===== src/rtl/instr_ram_loader.sv =====
// instr_ram_loader: receives a byte stream, packs it little-endian into
// 32-bit words, writes them to an instruction RAM from BASE_ADDR on, and
// keeps a running 32-bit sum of the written (byte-masked) words.
// Optional feature macro: INSTR_LOADER_VERIFY_EN adds a read-back pass that
// recomputes the sum from RAM and raises err_o on a difference.
// Stream handshake: a byte moves when s_valid_i && s_ready_o are both high at
// a rising clk edge; s_ready_o does not depend on s_valid_i.
// state_o exposes the FSM state (0 IDLE, 1 LOAD, 2 WRITE, 3 VERIFY, 4 DONE).
module instr_ram_loader #(
    parameter int                    ADDR_WIDTH = 15,
    parameter logic [ADDR_WIDTH-1:0] BASE_ADDR  = '0
) (
    input  logic                  clk,
    input  logic                  rst_i,
    input  logic                  start_i,
    input  logic [ADDR_WIDTH-1:0] len_i,
    input  logic                  s_valid_i,
    input  logic [7:0]            s_data_i,
    output logic                  s_ready_o,
    output logic                  ram_en_o,
    output logic [ADDR_WIDTH-1:0] ram_addr_o,
    output logic [31:0]           ram_wdata_o,
    output logic                  ram_we_o,
    output logic [3:0]            ram_be_o,
    input  logic [31:0]           ram_rdata_i,
    output logic                  busy_o,
    output logic                  done_o,
    output logic                  err_o,
    output logic [31:0]           checksum_o,
    output logic [2:0]            state_o
);

    typedef enum logic [2:0] {
        S_IDLE   = 3'd0,
        S_LOAD   = 3'd1,
        S_WRITE  = 3'd2,
`ifdef INSTR_LOADER_VERIFY_EN
        S_VERIFY = 3'd3,
`endif
        S_DONE   = 3'd4
    } state_t;

    state_t                state_q, state_d;
    logic [ADDR_WIDTH-1:0] len_q;       // bytes still to be accepted
    logic [1:0]            lane_q;      // next byte lane of the word being filled
    logic [31:0]           word_q;      // word being filled, unfilled lanes zero
    logic [3:0]            be_q;        // lanes filled so far
    logic [ADDR_WIDTH-1:0] addr_q;
    logic [31:0]           checksum_q;
    logic                  err_q;
    logic                  last_byte;

    assign last_byte = (lane_q == 2'd3) || (len_q == ADDR_WIDTH'(1));

`ifdef INSTR_LOADER_VERIFY_EN
    logic [ADDR_WIDTH-1:0] nwords_q;    // words written by this load
    logic [3:0]            last_be_q;   // lane mask of the final written word
    logic [ADDR_WIDTH-1:0] rd_cnt_q;    // reads issued so far
    logic                  pend_q;      // read data arrives this cycle
    logic                  pend_last_q; // ... and it is the final word
    logic [3:0]            pend_be_q;   // lane mask applied to that data
    logic [31:0]           vsum_q;
    logic [31:0]           vsum_next;
    logic                  rd_issue;

    function automatic logic [31:0] lane_mask(input logic [3:0] be);
        return {{8{be[3]}}, {8{be[2]}}, {8{be[1]}}, {8{be[0]}}};
    endfunction

    assign rd_issue  = (state_q == S_VERIFY) && (rd_cnt_q != nwords_q);
    assign vsum_next = vsum_q + (ram_rdata_i & lane_mask(pend_be_q));
`else
    logic unused_rdata;
    assign unused_rdata = ^ram_rdata_i;
`endif

    // State register.
    always_ff @(posedge clk or posedge rst_i) begin
        if (rst_i) state_q <= S_IDLE;
        else       state_q <= state_d;
    end

    // Next-state decode and RAM/stream/status outputs.
    always_comb begin
        state_d     = state_q;
        s_ready_o   = 1'b0;
        ram_en_o    = 1'b0;
        ram_we_o    = 1'b0;
        ram_be_o    = 4'h0;
        ram_addr_o  = '0;
        ram_wdata_o = 32'h0;
        done_o      = 1'b0;
        case (state_q)
            S_IDLE: begin
                if (start_i) state_d = (len_i != '0) ? S_LOAD : S_DONE;
            end
            S_LOAD: begin
                s_ready_o = 1'b1;
                if (s_valid_i && last_byte) state_d = S_WRITE;
            end
            S_WRITE: begin
                ram_en_o    = 1'b1;
                ram_we_o    = 1'b1;
                ram_be_o    = be_q;
                ram_addr_o  = addr_q;
                ram_wdata_o = word_q;
`ifdef INSTR_LOADER_VERIFY_EN
                state_d = (len_q == '0) ? S_VERIFY : S_LOAD;
`else
                state_d = (len_q == '0) ? S_DONE : S_LOAD;
`endif
            end
`ifdef INSTR_LOADER_VERIFY_EN
            S_VERIFY: begin
                if (rd_issue) begin
                    ram_en_o   = 1'b1;
                    ram_be_o   = 4'hF;
                    ram_addr_o = addr_q;
                end
                if (pend_q && pend_last_q) state_d = S_DONE;
            end
`endif
            S_DONE: begin
                done_o  = 1'b1;
                state_d = S_IDLE;
            end
            default: state_d = S_IDLE;
        endcase
    end

    // Byte packing, address stepping, checksum and read-back accumulation.
    always_ff @(posedge clk or posedge rst_i) begin
        if (rst_i) begin
            len_q       <= '0;
            lane_q      <= 2'd0;
            word_q      <= 32'h0;
            be_q        <= 4'h0;
            addr_q      <= '0;
            checksum_q  <= 32'h0;
            err_q       <= 1'b0;
`ifdef INSTR_LOADER_VERIFY_EN
            nwords_q    <= '0;
            last_be_q   <= 4'h0;
            rd_cnt_q    <= '0;
            pend_q      <= 1'b0;
            pend_last_q <= 1'b0;
            pend_be_q   <= 4'h0;
            vsum_q      <= 32'h0;
`endif
        end else begin
            case (state_q)
                S_IDLE: begin
                    if (start_i && len_i != '0) begin
                        len_q      <= len_i;
                        lane_q     <= 2'd0;
                        word_q     <= 32'h0;
                        be_q       <= 4'h0;
                        addr_q     <= BASE_ADDR;
                        checksum_q <= 32'h0;
                        err_q      <= 1'b0;
`ifdef INSTR_LOADER_VERIFY_EN
                        nwords_q   <= '0;
`endif
                    end
                end
                S_LOAD: begin
                    if (s_valid_i) begin
                        word_q[{lane_q, 3'b000} +: 8] <= s_data_i;
                        be_q[lane_q]                  <= 1'b1;
                        lane_q                        <= lane_q + 2'd1;
                        len_q                         <= len_q - ADDR_WIDTH'(1);
                    end
                end
                S_WRITE: begin
                    checksum_q <= checksum_q + word_q;
                    word_q     <= 32'h0;
                    be_q       <= 4'h0;
                    lane_q     <= 2'd0;
`ifdef INSTR_LOADER_VERIFY_EN
                    nwords_q   <= nwords_q + ADDR_WIDTH'(1);
                    last_be_q  <= be_q;
                    rd_cnt_q   <= '0;
                    pend_q     <= 1'b0;
                    vsum_q     <= 32'h0;
                    // Read-back starts over from the first written word.
                    addr_q     <= (len_q == '0) ? BASE_ADDR : addr_q + ADDR_WIDTH'(4);
`else
                    addr_q     <= addr_q + ADDR_WIDTH'(4);
`endif
                end
`ifdef INSTR_LOADER_VERIFY_EN
                S_VERIFY: begin
                    pend_q <= rd_issue;
                    if (rd_issue) begin
                        addr_q      <= addr_q + ADDR_WIDTH'(4);
                        rd_cnt_q    <= rd_cnt_q + ADDR_WIDTH'(1);
                        pend_last_q <= (rd_cnt_q + ADDR_WIDTH'(1)) == nwords_q;
                        pend_be_q   <= ((rd_cnt_q + ADDR_WIDTH'(1)) == nwords_q) ? last_be_q : 4'hF;
                    end
                    if (pend_q) begin
                        vsum_q <= vsum_next;
                        if (pend_last_q && vsum_next != checksum_q) err_q <= 1'b1;
                    end
                end
`endif
                default: ;
            endcase
        end
    end

    assign busy_o     = (state_q != S_IDLE);
    assign err_o      = err_q;
    assign checksum_o = checksum_q;
    assign state_o    = state_q;

endmodule

===== config.mk =====
export PLATFORM = sky130hd
export DESIGN_NAME = instr_ram_loader
export DESIGN_NICKNAME = d
export VERILOG_FILES = /design/src/rtl/instr_ram_loader.sv
export SDC_FILE = /design/constraint.sdc
export NUM_CORES = 1
export LEC_CHECK = 0
export BUFFER_PORTS_ARGS = -buffer_cell sky130_fd_sc_hd__buf_2
export CAP_MARGIN = 20
export CORE_ASPECT_RATIO = 0.7
export CORE_MARGIN = 2
export CORE_UTILIZATION = 35
export DETAILED_ROUTE_END_ITERATION = 8
export GPL_ROUTABILITY_DRIVEN = 0
export MAX_ROUTING_LAYER = met4
export PLACE_DENSITY = 0.68
export SLEW_MARGIN = 0
export SYNTH_ARGS = -nofsm -noshare
export SYNTH_HDL_FRONTEND = slang
export SYNTH_SLANG_ARGS = --single-unit
export TNS_END_PERCENT = 100

===== constraint.sdc =====
create_clock -name clk -period 3.3 [get_ports clk]
set_clock_uncertainty 0.1 [all_clocks]
set_input_delay 0 -clock clk [delete_from_list [all_inputs] [get_ports clk]]
set_output_delay 0 -clock clk [all_outputs]
set_load 0.03 [all_outputs]

==> flow_summary.toml <==
[floorplanning]
die_x_um = 167
die_area_um2 = 19700
die_y_um = 118
pin_count = 151
design.core.area_um2 = 18100
start_util_pct = 36.0
fp-row-count = 41

[sta]
hold_viol = 0
slew_headroom_pct = 35.4
rsz0062_at_grt = "false"
setup_viol = 0
max_clock_freq_mhz = 329
tightest_slew_ns = 0.965
slew_violations = 0
period_minus_slack_ns = 3.04
timing.final.crit_share_pct = 92.2
tns_ns = 0

[critical_path]
path_buf_inv = 1
required_ns = 3.45
crit_type = "register to register"
critPathTopFamily = "compound AO/OA/AOI/OAI gates"
path_cells = "ha_1 -> a21o_1 -> nand4_1 -> a2111oi_1 -> buf_4 -> nor2_1 -> a21oi_1 -> o21ai_1 -> a31o_1 -> a32o_1"
path_max_fanout = 4
cp_slowest_stage_delay_ns = 0.62
crit_slowest_cell = "a2111oi_1"
worst_ep_arrival_time_ns = 3.19
critPathLaunchType = "register"
r2r_slack_ns = 0.26
cp-end-kind = "register"

[power_and_ir_drop]
totalPowerFinal_w = 0.00446
powerDensity_nw_per_um2 = 564
vdd_drop_max_mv = 0.297
leakage_nw = 3.95

[global_routing]
grt.total_usage_pct = 20.8
grt_overflow = 0
grt_pass1_vias = 5915
antenna_found_initial = 0
grt_max_degree = 68
grt_pass1_wl_um = 32100

[logic_synthesis]
synthTopCellsByArea = "dfrtp_1, ha_1, o21ai_0, nand2_1, and3_1"
ys_warn_count = 0
ys.flop_type = "dfrtp_1"
avgSynthCellArea_um2 = 8.49
yosysSeqAreaShare_pct = 38.8
yosysUniqueCellTypes = 66
ys_ff_latch = 101
yosysTopAreaCell = "dfrtp_1"
async_flop_share_pct = 100
syn_area_um2 = 6510
synth-edff-count = 0
syn_inst = 767
synth_top_area_share_pct = 38.8

[final_layout]
synthToLayoutAreaGrowth_pct = 21.5
layout_common_cells = "buf_2, dfrtp_1, o21ai_0"
layout.nets = 992
final-seq-area_um2 = 2530
multi_input_area_um2 = 3750
fillers = 1807
diodes = 0
final_common_cell = "buf_2"
layout-drive-gt1-share_pct = 17.0
final_core_util_pct = 43.7

[clocking]
cts_max_level = 3
cts.sinks = 101
ctsResizeCount = 0
clk_root_buffer_cell = "clkbuf_16"
cts_buffers = 9
clkLatencyLatePin_ns = 0.36
clk_pin_slew_worst_paths_ns = 0.07
cts_tree = "built"
cts_max_path_buffers = 2

[flow_run]
maxCapViolCount = 0

[routing]
vias = 6467
viasPerCell = 5.70
drt_first_pass_iters = 5
routed_wl_um = 20000
drt_iter0_markers = 542
drc = 0
wl_per_cell_um = 17.6
drt.antenna.violating_nets = 0

[worst_hold_path]
min_path_type = "input pin to async pin"

[status]
status = "complete, no violations"

[place]
io_buffers = 115
dp_hpwl_um = 14300
==> through the flow <==
stage               setup WS (ns)  std cells  cell area, µm²  hold WS, ns
floorplan                   0.504        769            6520       0.0327
global placement            0.323       1092            7340       0.0385
global route               0.0911       1135            7910        0.249
detailed placement          0.310       1092            7340       0.0483
CTS                         0.286       1134            7910        0.211
finish                      0.257       1135            7910        0.188
==> logic make-up (layout without fill, tap and decap cells) <==
group	Yosys count	count (layout)	share of synthesized area, %
XOR/XNOR	25	25	3.36
AO/OA/AOI/OAI	244	244	23.4
multiplexers	2	2	0.307
flip-flops	101	101	38.8
other	1	3	0.0576
AND/OR/NAND/NOR	294	294	22.7
adder cells (fa/ha/maj)	39	39	7.61
buffers and inverters	61	191	3.75
==> report_power, final <==
part           switching, W  internal, W
clock network      0.000497     0.000611
registers          0.000260      0.00149
logic               0.00107     0.000539
total               0.00182      0.00264
==> cell type report <==
cell class / instances / share of cell area (%)
clock buffer: 11 / 3.07
clock inverter: 5 / 0.743
inverter: 19 / 0.933
multi-input combinational: 607 / 47.4
sequential: 101 / 31.9
tap: 236 / 3.73
timing repair buffer: 156 / 12.1
==> synthesized netlist by cell type (5+ instances only) <==
master    count
dfrtp_1     101
nand2_1      91
o21ai_0      91
and3_1       52
nor2_1       49
a21oi_1      47
ha_1         38
clkbuf_1     35
nand3_1      32
nor3_1       20
inv_1        17
a21o_1       16
a22o_1       15
xor2_1       15
nand4_1      12
xnor2_1      10
a31oi_1       8
o31ai_1       7
o21ai_1       6
a211oi_1      5
a22oi_1       5
and2_1        5
o21a_1        5
==> flip-flops by register name, summed over array words and instances, names as in the netlist <==
signal	cells
addr_q	13
checksum_o	32
lane_q	2
be_q	4
len_q	15
state_o	3
word_q	32
==> metal layers <==
layer  vias up  share of wire, %  global-route usage (%)
li1       3090                 -                       -
met1      3075                49                    31.1
met2       276                41                    28.5
met3        26               8.4                    4.17
met4         0               1.6                    4.90
met5         -                 0                       -
==> final timing paths <==
check,depth (start not counted),from,endpoint
max,10,checksum_o[1],checksum_o[27]
min,3,rst_i,len_q[6]
max reg2reg,10,checksum_o[1],checksum_o[27]
min reg2reg,2,be_q[3],be_q[3]
max in group asynchronous,4,rst_i,lane_q[1]
min in group clk,3,len_i[3],len_q[3]
==> worst min-delay path, delay by kind of cell <==
family / cells / cell delay [ns]
buf+inv: 3 / 1.11
==> timing repair <==
action / 4_1_cts / 5_1_grt
endpoints found under the hold margin: 96 / 0
setup endpoints to repair: 0 / 0
hold buffers: 26 / 0
setup buffers: 0 / 0
(Power assumes the default switching activity.)
